===== src/rtl/shot_eval_if.sv =====
// Bus bundle between the shot evaluator and its environment: game controls,
// target coordinates in, projectile/score status out.
interface shot_eval_if;
    logic       start_new_game;
    logic       shoot;
    logic [4:0] cannon_x;
    logic [4:0] target_x;
    logic [4:0] target_y;
    logic       result_valid;
    logic       hit;
    logic       proj_active;
    logic [4:0] proj_x;
    logic [4:0] proj_y;
    logic [7:0] score;
    logic [3:0] shots_left;
    logic       game_over;

    modport slave (
        input  start_new_game, shoot, cannon_x, target_x, target_y,
        output result_valid, hit, proj_active, proj_x, proj_y,
               score, shots_left, game_over
    );

    modport master (
        output start_new_game, shoot, cannon_x, target_x, target_y,
        input  result_valid, hit, proj_active, proj_x, proj_y,
               score, shots_left, game_over
    );
endinterface


===== src/rtl/shot_eval.sv =====
// Shot evaluator: launches a projectile up a 32-row playfield, judges hit/miss
// against the live target, and tracks score and shot budget for one game.
module shot_eval #(
    parameter int STEP_DIV = 4,
    parameter int SHOTS    = 10
) (
    input  logic        clk,
    input  logic        rst_n,
    input  logic        ena,
    shot_eval_if.slave  bus
);

    typedef enum logic [1:0] {
        ST_IDLE   = 2'd0,
        ST_FLIGHT = 2'd1,
        ST_RESULT = 2'd2
    } state_t;

    localparam logic [7:0] STEP_LAST  = 8'(STEP_DIV - 1);
    localparam logic [3:0] SHOTS_INIT = 4'(SHOTS);

    state_t     state_q, state_d;
    logic [7:0] step_cnt_q, step_cnt_d;
    logic       result_valid_q, result_valid_d;
    logic       hit_q, hit_d;
    logic       proj_active_q, proj_active_d;
    logic [4:0] proj_x_q, proj_x_d;
    logic [4:0] proj_y_q, proj_y_d;
    logic [7:0] score_q, score_d;
    logic [3:0] shots_left_q, shots_left_d;
    logic       game_over_q, game_over_d;
    logic       judge_s;
    logic       verdict_s;

    function automatic logic [7:0] sat_inc(input logic [7:0] v, input logic inc);
        if (inc && (v != 8'hFF)) begin
            return v + 8'd1;
        end else begin
            return v;
        end
    endfunction

    // Next-state and datapath decode; start_new_game overrides every state.
    always_comb begin
        state_d        = state_q;
        step_cnt_d     = step_cnt_q;
        result_valid_d = result_valid_q;
        hit_d          = hit_q;
        proj_active_d  = proj_active_q;
        proj_x_d       = proj_x_q;
        proj_y_d       = proj_y_q;
        score_d        = score_q;
        shots_left_d   = shots_left_q;
        game_over_d    = game_over_q;
        judge_s        = 1'b0;
        verdict_s      = 1'b0;

        if (bus.start_new_game) begin
            state_d        = ST_IDLE;
            step_cnt_d     = 8'd0;
            result_valid_d = 1'b0;
            hit_d          = 1'b0;
            proj_active_d  = 1'b0;
            score_d        = 8'd0;
            shots_left_d   = SHOTS_INIT;
            game_over_d    = 1'b0;
        end else begin
            case (state_q)
                ST_IDLE: begin
                    if (bus.shoot && (shots_left_q != 4'd0) && !game_over_q) begin
                        proj_x_d      = bus.cannon_x;
                        proj_y_d      = 5'd0;
                        step_cnt_d    = 8'd0;
                        proj_active_d = 1'b1;
                        hit_d         = 1'b0;
                        shots_left_d  = shots_left_q - 4'd1;
                        state_d       = ST_FLIGHT;
                    end else begin
                        state_d = ST_IDLE;
                    end
                end
                ST_FLIGHT: begin
                    if (step_cnt_q == STEP_LAST) begin
                        step_cnt_d = 8'd0;
                        if (proj_y_q == bus.target_y) begin
                            judge_s   = 1'b1;
                            verdict_s = (proj_x_q == bus.target_x);
                        end else if (proj_y_q == 5'd31) begin
                            judge_s   = 1'b1;
                            verdict_s = 1'b0;
                        end else begin
                            proj_y_d = proj_y_q + 5'd1;
                        end
                    end else begin
                        step_cnt_d = step_cnt_q + 8'd1;
                    end
                    // The verdict and score update land on the judging edge itself.
                    if (judge_s) begin
                        hit_d          = verdict_s;
                        result_valid_d = 1'b1;
                        proj_active_d  = 1'b0;
                        score_d        = sat_inc(score_q, verdict_s);
                        state_d        = ST_RESULT;
                    end else begin
                        state_d = ST_FLIGHT;
                    end
                end
                ST_RESULT: begin
                    result_valid_d = 1'b0;
                    if (shots_left_q == 4'd0) begin
                        game_over_d = 1'b1;
                    end else begin
                        game_over_d = game_over_q;
                    end
                    state_d = ST_IDLE;
                end
                default: begin
                    state_d = ST_IDLE;
                end
            endcase
        end
    end

    // State and datapath registers; ena low freezes everything.
    always_ff @(posedge clk or negedge rst_n) begin
        if (!rst_n) begin
            state_q        <= ST_IDLE;
            step_cnt_q     <= 8'd0;
            result_valid_q <= 1'b0;
            hit_q          <= 1'b0;
            proj_active_q  <= 1'b0;
            proj_x_q       <= 5'd0;
            proj_y_q       <= 5'd0;
            score_q        <= 8'd0;
            shots_left_q   <= SHOTS_INIT;
            game_over_q    <= 1'b0;
        end else if (ena) begin
            state_q        <= state_d;
            step_cnt_q     <= step_cnt_d;
            result_valid_q <= result_valid_d;
            hit_q          <= hit_d;
            proj_active_q  <= proj_active_d;
            proj_x_q       <= proj_x_d;
            proj_y_q       <= proj_y_d;
            score_q        <= score_d;
            shots_left_q   <= shots_left_d;
            game_over_q    <= game_over_d;
        end
    end

    assign bus.result_valid = result_valid_q;
    assign bus.hit          = hit_q;
    assign bus.proj_active  = proj_active_q;
    assign bus.proj_x       = proj_x_q;
    assign bus.proj_y       = proj_y_q;
    assign bus.score        = score_q;
    assign bus.shots_left   = shots_left_q;
    assign bus.game_over    = game_over_q;

endmodule

===== src/flat_wrapper.sv =====
// flat-port wrapper written by rule: the top's interface ports become plain ports
module shot_eval_flat 
#(
    parameter int STEP_DIV = 4,
    parameter int SHOTS    = 10
)
  (clk, rst_n, ena, bus_start_new_game, bus_shoot, bus_cannon_x, bus_target_x, bus_target_y, bus_result_valid, bus_hit, bus_proj_active, bus_proj_x, bus_proj_y, bus_score, bus_shots_left, bus_game_over);
  shot_eval_if bus_i ();
  input  logic clk;
  input  logic rst_n;
  input  logic ena;
  input wire logic [$bits(bus_i.start_new_game)-1:0] bus_start_new_game;
  input wire logic [$bits(bus_i.shoot)-1:0] bus_shoot;
  input wire logic [$bits(bus_i.cannon_x)-1:0] bus_cannon_x;
  input wire logic [$bits(bus_i.target_x)-1:0] bus_target_x;
  input wire logic [$bits(bus_i.target_y)-1:0] bus_target_y;
  output wire logic [$bits(bus_i.result_valid)-1:0] bus_result_valid;
  output wire logic [$bits(bus_i.hit)-1:0] bus_hit;
  output wire logic [$bits(bus_i.proj_active)-1:0] bus_proj_active;
  output wire logic [$bits(bus_i.proj_x)-1:0] bus_proj_x;
  output wire logic [$bits(bus_i.proj_y)-1:0] bus_proj_y;
  output wire logic [$bits(bus_i.score)-1:0] bus_score;
  output wire logic [$bits(bus_i.shots_left)-1:0] bus_shots_left;
  output wire logic [$bits(bus_i.game_over)-1:0] bus_game_over;
  assign bus_i.start_new_game = bus_start_new_game;
  assign bus_i.shoot = bus_shoot;
  assign bus_i.cannon_x = bus_cannon_x;
  assign bus_i.target_x = bus_target_x;
  assign bus_i.target_y = bus_target_y;
  assign bus_result_valid = bus_i.result_valid;
  assign bus_hit = bus_i.hit;
  assign bus_proj_active = bus_i.proj_active;
  assign bus_proj_x = bus_i.proj_x;
  assign bus_proj_y = bus_i.proj_y;
  assign bus_score = bus_i.score;
  assign bus_shots_left = bus_i.shots_left;
  assign bus_game_over = bus_i.game_over;
  shot_eval #(.STEP_DIV(STEP_DIV), .SHOTS(SHOTS)) u_core (.clk(clk), .rst_n(rst_n), .ena(ena), .bus(bus_i));
endmodule

===== config.mk =====
export PLATFORM = sky130hd
export DESIGN_NAME = shot_eval_flat
export DESIGN_NICKNAME = d
export VERILOG_FILES = /design/src/rtl/shot_eval_if.sv /design/src/rtl/shot_eval.sv /design/src/flat_wrapper.sv
export SDC_FILE = /design/constraint.sdc
export NUM_CORES = 1
export LEC_CHECK = 0
export BUFFER_PORTS_ARGS = -buffer_cell sky130_fd_sc_hd__buf_2
export CAP_MARGIN = 10
export CELL_PAD_IN_SITES_DETAIL_PLACEMENT = 0
export CELL_PAD_IN_SITES_GLOBAL_PLACEMENT = 1
export CORE_MARGIN = 2
export CORE_UTILIZATION = 25
export CTS_BUF_LIST = sky130_fd_sc_hd__clkbuf_4 sky130_fd_sc_hd__clkbuf_8
export CTS_CLUSTER_SIZE = 30
export DETAILED_ROUTE_END_ITERATION = 8
export GPL_TIMING_DRIVEN = 0
export PLACE_DENSITY_LB_ADDON = 0.1
export SLEW_MARGIN = 20
export SYNTH_ARGS = -nofsm -noshare
export SYNTH_HDL_FRONTEND = slang
export SYNTH_SLANG_ARGS = --single-unit

===== constraint.sdc =====
create_clock -name clk -period 2.9 [get_ports clk]
set_clock_uncertainty 0.15 [all_clocks]
set_input_delay 0.58 -clock clk [delete_from_list [all_inputs] [get_ports clk]]
set_output_delay 0.58 -clock clk [all_outputs]
set_load 0.02 [all_outputs]

Word level (Yosys, flattened, before mapping)
Cells that the tools add are included.

word-level totals
  word-level logic and storage cells = 96
  bits of input ports = 20
  flip-flop bits (word level) = 36
  output and inout bits = 26

cells by class
  equal/unequal tests = 13
  multiplexer cells = 43
  add/sub/neg operators = 4
  reductions and logical operators = 25
  bitwise operators = 1

operators with widths
  cell                                                    count
  2-to-1 mux 8 bit                                        7
  2-to-1 mux 1 bit                                        21
  2-to-1 mux 5 bit                                        4
  adder 8 x 1 -> 8 bit (second input constant)            2
  case mux 8 bit (2 select lines)                         1
  nonzero test 2 bit                                      8
  2-to-1 mux 4 bit                                        3
  AND reduction 3 bit                                     4
  AND reduction 4 bit                                     3
  equality test 5 bit                                     2
  case mux 5 bit (2 select lines)                         1
  equality test 8 x 2 -> 1 bit (second input constant)    1
  inequality test 8 bit (second input constant)           1
  AND reduction 7 bit                                     1
  inequality test 3 x 2 -> 1 bit (second input constant)  2
  case mux 1 bit (2 select lines)                         3
  nonzero test 3 bit                                      2
  adder 5 x 1 -> 5 bit (second input constant)            1
  equality test 5 bit (second input constant)             1
  zero test 4 bit                                         1
  2-to-1 mux 2 bit                                        2
  inequality test 2 x 1 -> 1 bit (second input constant)  2
  inequality test 2 bit (second input constant)           2
  case mux 2 bit (2 select lines)                         1
  8 further kinds                                         10

Depth between registers and ports, before layout
  depth after elaboration = 10
  mapped depth = 8
  depth with buffers taken out = 8

Worst setup path before layout
OpenSTA, ideal clock, no wires.

  path kind = reg-to-reg
  start point = register u_core.step_cnt_q[0]
  end point = register u_core.score_q[3] (netlist: u_core.bus.score[3])
  cell stages (with the launch flop) = 8
  slack = 457 ps
  arrival time = 2224 ps
  period minus slack after synthesis = 2443 ps
  cells stage by stage = dfrtp_1 ha_1 or4b_4 nor4_4 nand4_2 buf_6 or4_1 nand3_1

on the way
  word-level cells in the longest chain between the ends = 7
  elaborated cells on any way between the ends = 11
  those cells by class = eq/ne: 1; mux: 6; reduce/logical: 4

ends and longest elaborated chain
  element                          line              text
  start, declared                  shot_eval.sv:23   logic [7:0] step_cnt_q, step_cnt_d;
  start signal, assigned           shot_eval.sv:139  step_cnt_q <= step_cnt_d;
  equality test 8 x 2 -> 1 bit *   shot_eval.sv:83   if (step_cnt_q == STEP_LAST) begin
  2-to-1 mux 1 bit                 shot_eval.sv:83
  2-to-1 mux 1 bit                 shot_eval.sv:68   case (state_q)
  2-to-1 mux 1 bit                 shot_eval.sv:58   if (bus.start_new_game) begin
  logical AND 1 bit                shot_eval.sv:36   if (inc && (v != 8'hFF)) begin
  nonzero test 2 bit (no line)     n/a
  AND reduction 4 bit (no line) *  n/a
  end signal, assigned             shot_eval.sv:145  score_q <= score_d;
  end, declared                    shot_eval.sv:29   logic [7:0] score_q, score_d;

Every way passes the cells marked *; elsewhere a longest branch is shown, timed or not. The select of a mux whose other input is x is not followed.
A chain may end at the register's enable or synchronous reset.

Worst setup path in the final report
Ends and elaborated chain as after synthesis.

==> flow_summary.toml <==
[critical_path]
cp_top_family = "simple AND/OR/NAND/NOR gates"
worst_path_largest_cell_delay_ps = 540
crit_fanout = 10
cp-startpoint = "u_core.step_cnt_q[0]"
worst-path-buf-inv = 1
path_class = "flop to flop"
end_kind = "flop"
crit_slowest_cell = "or4b_4"
cp.depth = 7
worstPathRequired_ps = 2990
r2r-start = "u_core.step_cnt_q[0]"
arrival_ps = 2830
startpoint_type = "flop"
path_cells = "ha_1 -> or4b_4 -> nor4_4 -> nand4_2 -> buf_6 -> or4_1 -> nand3_1"
rr_worst_depth = 7

[sta]
fin_crit_sh_pct = 94.5
finalWorstSetupSlack_ps = 158
whs_ps = 257
final-max-slew-violation-count = 0
fmax_mhz = 365
rsz0062_at_grt = "no"
slew_headroom_pct = 37.9
tightest_slew_ps = 923
setup_viol_count_final = 0
period_minus_slack_ps = 2740
finalHoldViolations = 0

[synth]
yosysMostFrequentCell = "nand2_1"
synth_edf_count = 0
synthTopCellsByArea = "dfrtp_1 (40%), nand2_1 (6.3%), xor2_1 (4.5%), ha_1 (3.5%), o21ai_0 (3.5%)"
ys_top_cells_by_count = "nand2_1 (36), dfrtp_1 (34), o21ai_0 (15)"
synth_fp_nets = 264
synth.distinct_cells = 45
synthFlopType = "dfrtp_1"
ys_ff_latch = 36
synth_top_area_cell = "dfrtp_1"
syn-cell-area_sq_um = 2140
yosysSeqAreaShare_pct = 42.2
synthArstFlopShare_pct = 100
synth_warnings = 0
syn_avg_cell_area_sq_um = 8.98
synth_top_area_share_pct = 39.8
netlist_instances = 238

[route]
detail-route-antenna-nets = 0
wl_per_cell_um = 14.9
wl_mm = 5.88
avgViaCountPerCell = 4.89
drt_iter0_drc = 64
first_pass_iters = 4
dr_total_vias = 1933
drc = 0

[grt]
grt_antenna_before_repair = 0
grt_start_max_net_pins = 37
grt-ovfl-total = 0
grt_pass1_vias = 1885
grt_pass1_wl_mm = 9.73
track_usage_pct = 13.5

[die]
dieHeight_um = 96.5
start_util_pct = 25.9
rows = 33
dieArea_sq_um = 9310
io_pins = 46
die_w_um = 96.5
core_area_sq_um = 8260

[power_and_ir_drop]
power_density_nw_per_um2 = 551
irDropWorstVdd_mv = 0.124
p_leak_uw = 0.00125
finalPower_uw = 1430

[cts]
clockBufferDepth = 2
cts_setup_buffers = 0
cts_root_buffer = "clkbuf_8"
clk_pin_slew_worst_paths_ps = 80
worstSkewPairLatency_ps = 300
htreeDepth = 2
cts_tree = "yes"
numCtsBuffers = 5
clock-sinks = 36

[run_status]
status = "finished, final reports clean"

[min_path]
min_path_type = "input port to async pin"

[layout]
final_layout_size_suffix_gt1_share_pct = 22.4
diodes = 0
fin_nets = 315
syn2layout_area_growth_pct = 21.0
n_fill_cell = 883

[place]
place_ws_ps = -0.0366
numPortBuffers = 44
dp_hpwl_mm = 4.17
gp_congestion = 0.727

[run]
drv_cap = 0
==> worst paths after layout <==
check                                       endpoint  slack (ps)
worst min register to register  u_core.step_cnt_q[7]         330
max in group asynchronous       u_core.step_cnt_q[4]        1790
min in group clk                u_core.bus.proj_x[2]         320
worst max-delay path             u_core.bus.score[3]         160
worst max register to register   u_core.bus.score[3]         160
worst min-delay path            u_core.bus.proj_y[3]         260
==> repair_timing <==
item | CTS | global route
setup endpoints to repair | 0 | 1
hold buffers | 0 | 0
gates resized for setup | 0 | 1
==> flip-flops by register name, summed over array words and instances (netlist names) <==
register	count
u_core.bus.game_over	1
u_core.bus.hit	1
u_core.bus.proj_active	1
u_core.bus.proj_x	5
u_core.bus.proj_y	5
u_core.bus.result_valid	1
u_core.bus.score	8
u_core.bus.shots_left	4
u_core.state_q	2
u_core.step_cnt_q	8
==> cell type report <==
type / instances / area (sq um) / share of cell area (%)
clock buffers: 6 / 82.6 / 3.19
inverters: 13 / 48.8 / 1.89
flip-flops and latches: 36 / 903 / 34.9
repair buffers: 44 / 220 / 8.51
well taps: 105 / 131 / 5.08
plain buffers: 8 / 37.5 / 1.45
clock inverters: 2 / 10.0 / 0.387
multi-input cells: 181 / 1150 / 44.6
==> through the flow <==
step                setup TNS (ps)  utilization [%]  cell area (sq um)  instances
floorplan                        0                -               2140        238
detailed placement         -0.0366             30.2               2490        387
CTS                              0             31.3               2580        395
global placement             -17.8             30.2               2490        387
global route                     0             31.3               2590        395
finish                           0             31.3               2590        395
==> cells in the final DEF, fill, tap and decap left out, types with 4 or more instances in the layout <==
| master | instances |
|---|---|
| nor3_1 | 5 |
| xor2_1 | 11 |
| mux2i_1 | 4 |
| nand3_1 | 11 |
| dfrtp_1 | 34 |
| inv_1 | 13 |
| nand2_1 | 36 |
| and3_1 | 4 |
| o211ai_1 | 8 |
| nand2b_1 | 11 |
| nor2b_1 | 4 |
| or2_2 | 5 |
| buf_2 | 44 |
| ha_1 | 6 |
| clkbuf_1 | 7 |
| clkbuf_8 | 6 |
| o31ai_1 | 5 |
| nor2_1 | 7 |
| or4_1 | 7 |
| o21ai_0 | 15 |
| a21oi_1 | 5 |
==> cell families after synthesis <==
group | share of synthesized area [%]
simple gates | 28.1
compound gates | 15.3
flops | 42.2
buf+inv | 4.04
xor+xnor | 4.92
fa+ha+maj | 3.51
mux | 1.87
==> power by group <==
group          internal (uW)  switching, uW
Sequential               566           73.8
Clock                    190            201
Combinational            144            250
==> worst register-to-register path, stage by stage, from the launching register on <==
cell	delay, ps
dfrtp_1	380
ha_1	250
or4b_4	550
nor4_4	310
nand4_2	270
buf_6	240
or4_1	460
nand3_1	90
==> per-layer routing <==
metal	global-route usage, %	share of wire (%)	up-vias
li1	-	-	949
met1	18.3	48	939
met2	22.0	46	40
met3	2.56	4.3	5
met4	3.76	1.1	0
met5	0	0	-
(Power assumes the default switching activity.)
